--- src/rtl/serial_add_sub_if.sv ---
// rtl/serial_add_sub_if.sv - request/result bundle for the bit-serial adder/subtractor
interface serial_add_sub_if #(
    parameter int WIDTH = 8
);
    logic             start;
    logic             sub;
    logic [WIDTH-1:0] a;
    logic [WIDTH-1:0] b;
    logic             busy;
    logic             done;
    logic [WIDTH-1:0] sum;
    logic             cout;
    logic             overflow;

    modport master (
        output start, sub, a, b,
        input  busy, done, sum, cout, overflow
    );

    modport slave (
        input  start, sub, a, b,
        output busy, done, sum, cout, overflow
    );
endinterface

--- src/rtl/serial_add_sub.sv ---
// rtl/serial_add_sub.sv - bit-serial adder/subtractor, one bit per clock; optional SERIAL_ADD_SUB_OVERFLOW_EN
module serial_add_sub #(
    parameter int WIDTH = 8,
    parameter int CNT_W = $clog2(WIDTH) + 1
) (
    input  logic          clk,
    input  logic          rst_n,
    serial_add_sub_if.slave bus
);
    typedef enum logic [1:0] {
        IDLE = 2'd0,
        RUN  = 2'd1,
        DONE = 2'd2
    } state_t;

    state_t           state;
    state_t           state_nxt;
    logic [WIDTH-1:0] op_a;
    logic [WIDTH-1:0] op_b;
    logic [WIDTH-1:0] sum_r;
    logic [CNT_W-1:0] cnt;
    logic             carry;
    logic             cout_r;
    logic             accept;
    logic             last_bit;
    logic             bit_s;
    logic             bit_c;

    assign accept   = bus.start && ((state == IDLE) || (state == DONE));
    assign last_bit = (cnt == CNT_W'(WIDTH - 1));
    assign bit_s    = op_a[0] ^ op_b[0] ^ carry;
    assign bit_c    = (op_a[0] & op_b[0]) | (op_a[0] & carry) | (op_b[0] & carry);

    always_ff @(posedge clk or negedge rst_n) begin
        if (!rst_n) begin
            state <= IDLE;
        end else begin
            state <= state_nxt;
        end
    end

    always_comb begin
        state_nxt = state;
        case (state)
            IDLE:    if (bus.start) state_nxt = RUN;
            RUN:     if (last_bit)  state_nxt = DONE;
            DONE:    state_nxt = bus.start ? RUN : IDLE;
            default: state_nxt = IDLE;
        endcase
    end

    // Subtract is a + ~b + 1: invert B on entry and seed the carry with the mode bit.
    always_ff @(posedge clk or negedge rst_n) begin
        if (!rst_n) begin
            op_a   <= '0;
            op_b   <= '0;
            sum_r  <= '0;
            cnt    <= '0;
            carry  <= 1'b0;
            cout_r <= 1'b0;
        end else if (accept) begin
            op_a   <= bus.a;
            op_b   <= bus.b ^ {WIDTH{bus.sub}};
            carry  <= bus.sub;
            cnt    <= '0;
            sum_r  <= '0;
        end else if (state == RUN) begin
            op_a   <= op_a >> 1;
            op_b   <= op_b >> 1;
            sum_r  <= {bit_s, sum_r[WIDTH-1:1]};
            carry  <= bit_c;
            cnt    <= cnt + CNT_W'(1);
            if (last_bit) begin
                cout_r <= bit_c;
            end
        end
    end

`ifdef SERIAL_ADD_SUB_OVERFLOW_EN
    logic ovf_r;

    // On the MSB cycle the carry flop still holds the carry into the MSB.
    always_ff @(posedge clk or negedge rst_n) begin
        if (!rst_n) begin
            ovf_r <= 1'b0;
        end else if ((state == RUN) && last_bit) begin
            ovf_r <= carry ^ bit_c;
        end
    end

    assign bus.overflow = ovf_r;
`else
    assign bus.overflow = 1'b0;
`endif

    assign bus.busy = (state == RUN);
    assign bus.done = (state == DONE);
    assign bus.sum  = sum_r;
    assign bus.cout = cout_r;
endmodule

--- src/flat_wrapper.sv ---
// flat-port wrapper written by rule: the top's interface ports become plain ports
module serial_add_sub_flat 
#(
    parameter int WIDTH = 8,
    parameter int CNT_W = $clog2(WIDTH) + 1
)
  (clk, rst_n, bus_start, bus_sub, bus_a, bus_b, bus_busy, bus_done, bus_sum, bus_cout, bus_overflow);
  serial_add_sub_if #(.WIDTH(WIDTH)) bus_i ();
  input  logic clk;
  input  logic rst_n;
  input wire logic [$bits(bus_i.start)-1:0] bus_start;
  input wire logic [$bits(bus_i.sub)-1:0] bus_sub;
  input wire logic [$bits(bus_i.a)-1:0] bus_a;
  input wire logic [$bits(bus_i.b)-1:0] bus_b;
  output wire logic [$bits(bus_i.busy)-1:0] bus_busy;
  output wire logic [$bits(bus_i.done)-1:0] bus_done;
  output wire logic [$bits(bus_i.sum)-1:0] bus_sum;
  output wire logic [$bits(bus_i.cout)-1:0] bus_cout;
  output wire logic [$bits(bus_i.overflow)-1:0] bus_overflow;
  assign bus_i.start = bus_start;
  assign bus_i.sub = bus_sub;
  assign bus_i.a = bus_a;
  assign bus_i.b = bus_b;
  assign bus_busy = bus_i.busy;
  assign bus_done = bus_i.done;
  assign bus_sum = bus_i.sum;
  assign bus_cout = bus_i.cout;
  assign bus_overflow = bus_i.overflow;
  serial_add_sub #(.WIDTH(WIDTH), .CNT_W(CNT_W)) u_core (.clk(clk), .rst_n(rst_n), .bus(bus_i));
endmodule
--- config.mk ---
export PLATFORM = sky130hd
export DESIGN_NAME = serial_add_sub_flat
export DESIGN_NICKNAME = d
export VERILOG_FILES = /design/src/rtl/serial_add_sub_if.sv /design/src/rtl/serial_add_sub.sv /design/src/flat_wrapper.sv
export SDC_FILE = /design/constraint.sdc
export NUM_CORES = 1
export LEC_CHECK = 0
export CORE_MARGIN = 2
export CORE_UTILIZATION = 45
export DETAILED_ROUTE_END_ITERATION = 16
export HOLD_SLACK_MARGIN = 0.08
export PLACE_DENSITY = 0.82
export SETUP_SLACK_MARGIN = 0.2
export SLEW_MARGIN = 20
export SYNTH_ARGS = -nofsm -noshare
export SYNTH_HDL_FRONTEND = slang
export SYNTH_SLANG_ARGS = --single-unit
--- constraint.sdc ---
create_clock -name clk -period 1.2 [get_ports clk]
set_input_delay 0.24 -clock clk [delete_from_list [all_inputs] [get_ports clk]]
set_output_delay 0.24 -clock clk [all_outputs]
set_load 0.005 [all_outputs]
-- Word level (Yosys, flattened, before mapping)
Cells that the tools add are included.
- bits in registers: 32
- latch bits: 0
- bits in writable memories: 0
- bits in read-only memories: 0
- input bits: 20
- word-level logic and storage cells: 42
- memories kept: 0
- add/sub/neg operators: 1
- multipliers: 0
- div/mod/pow operators: 0
- magnitude comparators: 0
- equal/unequal tests: 5
- shifts and indexed selects: 0
- multiplexer cells: 14
- bitwise gates (word level): 9
- reductions and logical operators: 6
- operator list (cell ; count):
    8-bit two-way mux ; 6
    4-bit two-way mux ; 2
    8-bit bitwise XOR ; 1
    2-bit one-hot mux with 3 select lines ; 1
    4-bit by 1-bit adder with 4-bit output (second input constant) ; 1
    4-bit by 3-bit equality test with 1-bit output (second input constant) ; 1
    2-bit two-way mux ; 2
    1-bit bitwise AND ; 3
    1-bit two-way mux ; 3
    3-bit AND reduction ; 1
    2-bit by 1-bit equality test with 1-bit output (second input constant) ; 1
    2-bit equality test (second input constant) ; 1
    2-bit zero test ; 1
    2-bit by 1-bit inequality test with 1-bit output (second input constant) ; 1
    2-bit inequality test (second input constant) ; 1
    1-bit bitwise OR ; 2
    2-bit AND reduction ; 1
    2-bit nonzero test ; 1
    1-bit bitwise XOR ; 2
    1-bit logical AND ; 1
    1-bit logical OR ; 1
    1-bit inverter ; 1

-- Depth between registers and ports, before layout
Gate-level depths: netlist (run 1).
- word-level depth: 5
- depth in mapped cells: 6
- gate-level depth less buffers: 4

-- Worst setup path after synthesis (run 1)
Ideal clock, no wire load.
- kind: flip-flop to flip-flop
- from: register u_core.carry
- to: register u_core.carry
- setup time: 0.076 ns
- arrival: 1.150 ns
- setup slack: -0.026 ns
- stages on the path, launching flop included: 5
- path buffers: 0
- period minus slack after synthesis: 1.226 ns
- path through: dfrtp_1 inv_1 fa_1 mux2_1 o21ai_1
- longest elaborated chain between the ends: 5
- RTL lines (what ; line ; RTL):
    from (decl) ; serial_add_sub.sv:22 ; logic carry;
    from (signal assigned) ; serial_add_sub.sv:64 ; carry <= bus.sub;
    from (signal assigned) ; serial_add_sub.sv:71 ; carry <= bit_c;
    1-bit bitwise AND ; serial_add_sub.sv:32 ; assign bit_c = (op_a[0] & op_b[0]) | (op_a[0] & carry) | (op_b[0] & carry);
    1-bit bitwise OR ; serial_add_sub.sv:32 ;
    1-bit bitwise OR (*) ; serial_add_sub.sv:32 ;
    1-bit two-way mux (*) ; serial_add_sub.sv:67 ; end else if (state == RUN) begin
    1-bit two-way mux (*) ; serial_add_sub.sv:61 ; end else if (accept) begin
Every way passes the cells marked *; elsewhere a longest branch is shown, timed or not. The select of a mux whose other input is x is not followed.
A chain may end at the register's enable or synchronous reset.

-- Worst setup path in the final report (run 1)
- from: register u_core.state[0]
- to: output bus_busy
- longest elaborated chain between the ends: 1
- RTL lines (what ; line ; RTL):
    from (decl) ; serial_add_sub.sv:16 ; state_t state;
    from (signal assigned) ; serial_add_sub.sv:38 ; state <= state_nxt;
    2-bit by 1-bit equality test with 1-bit output ; serial_add_sub.sv:96 ; assign bus.busy = (state == RUN);
    to (decl) ; flat_wrapper.sv:15 ; output wire logic [$bits(bus_i.busy)-1:0] bus_busy;
Every way passes these cells.

==> results of run 1 <==
## power by group
group	leakage [nW]	total (mW)	switching, mW	internal, mW
combinational	0.611	3.05	1.41	1.64
clock	0.0326	0.662	0.373	0.289
sequential	0.401	1.90	0.329	1.58
## worst min-delay path by stage
stage | start | to | slack [ns] | cells past startpoint
6_report | rst_n | u_core.op_b[4] | 0.26 | 2
5_1_grt | rst_n | u_core.bus.sum[3] | 0.27 | 2
4_1_cts | rst_n | u_core.carry | 0.27 | 2
3_5_place_dp | u_core.op_b[7] | u_core.op_b[7] | 0.50 | 1
3_3_place_gp | u_core.op_a[1] | u_core.op_a[1] | 0.49 | 2
2_1_floorplan | rst_n | u_core.bus.cout | -0.06 | 0
## sequential cells by signal, summed over array words and instances, names as in the netlist
name / cells
u_core.op_a: 8
u_core.carry: 1
u_core.state: 2
u_core.bus.cout: 1
u_core.bus.sum: 8
u_core.cnt: 4
u_core.op_b: 8
## per-stage QoR
stage | utilization, % | hold WS, ns
after global routing | 71.05 | 0.2689
after CTS | 67.10 | 0.2680
after floorplan | - | -0.05559
after global placement | 61.69 | 0.4857
after detailed placement | 61.69 | 0.4959
final | 71.05 | 0.2617
## Yosys cell counts, drive strengths merged
cell type	number
dfrtp	32
nand2	26
buf	11
nor2	11
a22o	10
a31oi	9
xor2	7
inv	5
nand3	4
a22oi	3
mux2i	3
o21ai	3
a221o	2
mux2	2
nand2b	2
nor3	2
and2b	1
conb	1
fa	1
ha	1
nand4	1
nor2b	1
o2bb2ai	1
xnor2	1
## logic make-up (layout without fill, tap and decap cells)
group,Yosys count,in the layout,synth area share (%)
simple gates,48,49,14.48
compound gates,28,28,14.06
mux,5,5,3.765
flops,32,32,53.56
xor+xnor,8,8,4.686
buf+inv,16,75,7.029
other cells,1,1,0.2508
fa+ha+maj,2,2,2.176
## metal layers
layer	part of all wire [%]	track usage, %
met4	2.2	11.25
met3	5.5	4.622
met5	0	0
met1	42	27.97
met2	51	34.74
## final cells by class
type | instances | area share [%]
sequential | 32 | 36.32
inverter | 5 | 1.192
multi-input combinational | 93 | 30.93
tap | 44 | 2.497
timing repair buffer | 62 | 26.39
clock buffer | 8 | 2.667
## timing repair
| action | 4_1_cts | 5_1_grt |
|---|---|---|
| cloned | 2 | 2 |
| gates resized for setup | 60 | 13 |
| endpoints found under the setup margin | 43 | 43 |
| endpoints found under the hold margin | 0 | 0 |
| buffers inserted | 11 | 4 |
| pin swaps | 8 | 11 |
## worst max-delay path, stage by stage (launching register included)
cell and delay [ns]:
dfrtp_1 0.43, buf_6 0.13, nand2b_4 0.10, inv_8 0.04, buf_6 0.10
==> metrics.cfg, run 1 <==
[worst_hold_path]
hold_class=input port to asynchronous set/reset pin

[floorplan]
die_h_um=61.64
die-width_um=61.64
ios=32
design.die.area_sq_um=3799
core.rowCount=20
coreArea_sq_um=3103
start_util_pct=48.19

[layout]
final_common_cell=dfrtp_1
layout_common_cells=dfrtp_1, nand2_1, buf_4
area_growth_pct=47.45
n_fill_cell=212
n_antenna_cell=0
final_nets=221
instances_no_fill=244
multi_input_area_sq_um=681.9
final_layout_size_suffix_gt1_share_pct=36.50
fin_area_sq_um=2205
regArea_sq_um=800.8

[global_route]
grtUsageTotal_pct=21.80
overflow=0
grt_pass1_wl_mm=5.816
grt_pass1_vias=1264
antenna_found_initial=0
grt_start_max_net_pins=33

[setup_path]
endpoint_kind=primary output
r2r_end=u_core.cnt[2]
worstPathMaxFanout=3
crit_type=flop to primary output
worstSetupEndpoint=bus_busy
setup.worst_path.start_class=flop
required_ns=0.96
cp-startpoint=u_core.state[0]
ff2ff_path_depth=5
r2r_slack_ns=-0.15
r2r-start=u_core.state[0]
crit_arrival_ns=1.14

[detailed_routing]
drc_errors=0
ant_nets=0
vias_per_cell=5.439
via_count=1327
drtIter0Drc=75
first_pass_iters=4
drt-total-wl_mm=3.989
routedWlPerCell_um=16.35

[synthesis]
synth_area_leader_cell=dfrtp_1
syn_avg_cell_area_sq_um=10.68
synthTopCellsByArea=dfrtp_1, nand2_1, a22o_1
synth_seq_area_share_pct=53.56
netlist_area_sq_um=1495
ys_types=30
synth_nets=162
synth_cells=140
yosysTopAreaCellShare_pct=53.56
ys_seq_elements=32
yosys_warnings=0

[placement]
placed_cell_area_sq_um=1914
place.gp.congestion=0.8140
pre_cts_ws_ns=-0.2301
dp_hpwl_mm=2.329
dpl.cell_count=217
io_buffers=30

[clock_tree]
cts_inserted_buffers=5
cts_tree=yes
clk_path_buf_depth=2
clock-root-buffer=clkbuf_4
clock_latency_ns=0.33
cts_hold_buf=0
h-tree-depth=2
clkSinkCount=32
clkTransAtPathRegs_ns=0.11

[timing]
setup_tns_ns=-2.420
fin_crit_sh_pct=114.7
maxSlewViolCount=0
finClkSkew_ns=0.01295
worst_slack_ns=-0.1760
hold_viol_final=0
setup_viol=26
grt_setup_unrepaired=yes
fin_crit_ns=1.376
fmax_mhz=726.7

[status]
failed_checks=negative setup slack
outcome=finished with violations

[power]
finalPower_mw=5.618
p_leak_nw=1.044
ir_drop_mv=1.096
power_density_nw_per_um2=2548

[run]
cap_violations=0

Note: power is estimated with default switching activity, not from simulation.
==> run 2, diff against run 1 <==
--- a/config.mk
+++ b/config.mk
@@ -9,7 +9,7 @@
 export CORE_UTILIZATION = 45
 export DETAILED_ROUTE_END_ITERATION = 16
 export HOLD_SLACK_MARGIN = 0.08
-export PLACE_DENSITY = 0.82
+export PLACE_DENSITY = 0.79
 export SETUP_SLACK_MARGIN = 0.2
 export SLEW_MARGIN = 20
 export SYNTH_ARGS = -nofsm -noshare
==> constraint.sdc (replaced) <==
create_clock -name clk -period 1.4 [get_ports clk]
set_input_delay 0.28 -clock clk [delete_from_list [all_inputs] [get_ports clk]]
set_output_delay 0.28 -clock clk [all_outputs]
set_load 0.005 [all_outputs]
==> metrics.cfg, run 2 (synthesized netlist as in run 1, its figures left out) <==
[status]
outcome=complete, no violations

[timing]
worst_slack_ns=0.07491  ; +0.2509 ns
fmax_mhz=754.7
finClkSkew_ns=0.01435  ; +0.001398 ns
worst_hold_slack_ns=0.2936  ; +0.03187 ns
hold_viol_final=0  ; unchanged
maxSlewViolCount=0  ; unchanged
setup_tns_ns=0  ; +2.420 ns
grt_setup_unrepaired=yes
fin_crit_ns=1.325
setup_viol=0  ; -100%
fin_crit_sh_pct=94.65

[clock_tree]
cts_hold_buf=0  ; unchanged
clock_latency_ns=0.34  ; about the same
cts_tree=yes
cts_inserted_buffers=5  ; unchanged
clkSinkCount=32  ; unchanged
h-tree-depth=2  ; unchanged
clkTransAtPathRegs_ns=0.10  ; about the same
clk_path_buf_depth=2  ; unchanged
clock-root-buffer=clkbuf_4

[placement]
pre_cts_ws_ns=-0.08949  ; +0.1406 ns
dp_hpwl_mm=2.225  ; -4.5%
io_buffers=30  ; unchanged
place.gp.congestion=0.7345  ; -9.8%

[floorplan]
start_util_pct=48.19  ; unchanged
die_h_um=61.64  ; unchanged
design.die.area_sq_um=3799  ; unchanged
coreArea_sq_um=3103  ; unchanged
ios=32  ; unchanged
core.rowCount=20  ; unchanged
die-width_um=61.64  ; unchanged

[power]
p_comb_share_pct=48.0  ; -6.3 points
power_density_nw_per_um2=2218  ; -13%
seqPwrFrac_pct=35.0  ; +1.1 points
ir_drop_mv=1.079  ; -1.5%
p_switching_mw=1.654  ; -22%
intPower_mw=2.990  ; -15%
swShare_pct=35.62  ; -1.9 points
p_leak_nw=0.9792  ; -6.2%
pwr-share-clk_pct=17.0  ; +5.2 points

[run]
cap_violations=0  ; unchanged

[setup_path]
crit_type=flop to primary output
worstPathMaxFanout=4  ; +1
crit_arrival_ns=1.05  ; -0.09 ns
path_cells=nand2b_4 -> inv_6 -> buf_6
required_ns=1.12  ; +0.16 ns
crit_family=flip-flops
endpoint_kind=primary output
worst-path-buf-inv=2  ; -1
crit_slowest_cell=dfrtp_2
setup.worst_path.start_class=flop
max_stage_delay_ns=0.46  ; +0.03 ns

[detailed_routing]
drtIter0Drc=72  ; -4.0%
highest_layer=met4
met3WireLength_um=160  ; -27%
vias_per_cell=5.214  ; -4.1%
ant_nets=0  ; unchanged
via_count=1241  ; -6.5%
drt-total-wl_mm=3.485  ; -13%
first_pass_iters=4  ; unchanged
drc_errors=0  ; unchanged
wl_met1_mm=1.446  ; -13%
dr_wl_met2_mm=1.814  ; -10%
routedWlPerCell_um=14.64  ; -10%

[layout]
final_util_pct=67.50  ; -3.5 points
area_growth_pct=40.08
final_nets=215  ; -2.7%
layout_common_cells=dfrtp_1, nand2_1, buf_4
final_layout_size_suffix_gt1_share_pct=31.44  ; -5.1 points
final_common_cell=dfrtp_1
n_antenna_cell=0  ; unchanged

[global_route]
grt_start_max_net_pins=33  ; unchanged
grt_pass1_wl_mm=5.595  ; -3.8%
grtUsageTotal_pct=21.24  ; -0.56 points
grt_pass1_vias=1164  ; -7.9%
antenna_found_initial=0  ; unchanged
overflow=0  ; unchanged

[worst_hold_path]
hold_class=input port to asynchronous set/reset pin

[run 2: changes by cell type in the layout (fill, tap and decap cells not counted), sizes merged]
cell,previous run,this run
buf,41,37
bufinv,0,1
clkbuf,10,7
[run 2: power groups by stage]
stage | Sequential [mW] | Clock, mW | Combinational [mW]
floorplan | 1.58 | 0 | 1.25
global placement | 1.61 | 0 | 1.78
detailed placement | 1.65 | 0 | 1.83
CTS | 1.61 | 0.793 | 2.13
global route | 1.68 | 0.853 | 2.43
finish | 1.63 | 0.788 | 2.23
[run 2: path summary, 6_finish.rpt]
path                       slack, ns                end         startpoint  cells past startpoint
setup / recovery                0.07           bus_busy    u_core.state[0]                      3
hold / removal                  0.29      u_core.cnt[0]              rst_n                      2
setup reg to reg                0.11      u_core.cnt[2]    u_core.state[0]                      4
hold reg to reg                 0.51  u_core.bus.sum[0]  u_core.bus.sum[0]                      1
max in group asynchronous       0.94     u_core.op_b[6]              rst_n                      2
min in group clk                0.51  u_core.bus.sum[0]  u_core.bus.sum[0]                      1
[run 2: stage by stage]
step	total power, mW	std cells	area [sq um]
after floorplan	2.831	140	1501
after global placement	3.388	215	1874
after detailed placement	3.477	215	1874
after CTS	4.535	234	2058
after global routing	4.959	238	2095
final	4.645	238	2095
[run 2: repair_timing]
action                     4_1_cts  5_1_grt
gates cloned                     2        0
setup buffers                    9        4
resized for setup               59        3
pin swaps                        7        6
setup endpoints to repair       40       29
[run 2: layout make-up]
cell class	count	area, sq um
multi-input cells	93	644.4
well taps	44	55.05
inverters	5	23.77
fillers	258	1008
flip-flops and latches	32	802.0
clock inverters	1	30.03
repair buffers	56	474.2
clock buffers	7	65.06
[run 2: layer usage]
| layer | up-vias | GRT usage [%] |
|---|---|---|
| met4 | 0 | 8.815 |
| met5 | - | 0 |
| li1 | 581 | - |
| met3 | 5 | 6.513 |
| met2 | 36 | 34.59 |
| met1 | 619 | 26.25 |
[run 2: worst register-to-register path, delay by kind of cell, from the launching register on]
kind,cells,cell delay [ns]
flops,1,0.46
mux,2,0.45
buf+inv,1,0.20
simple gates,1,0.11
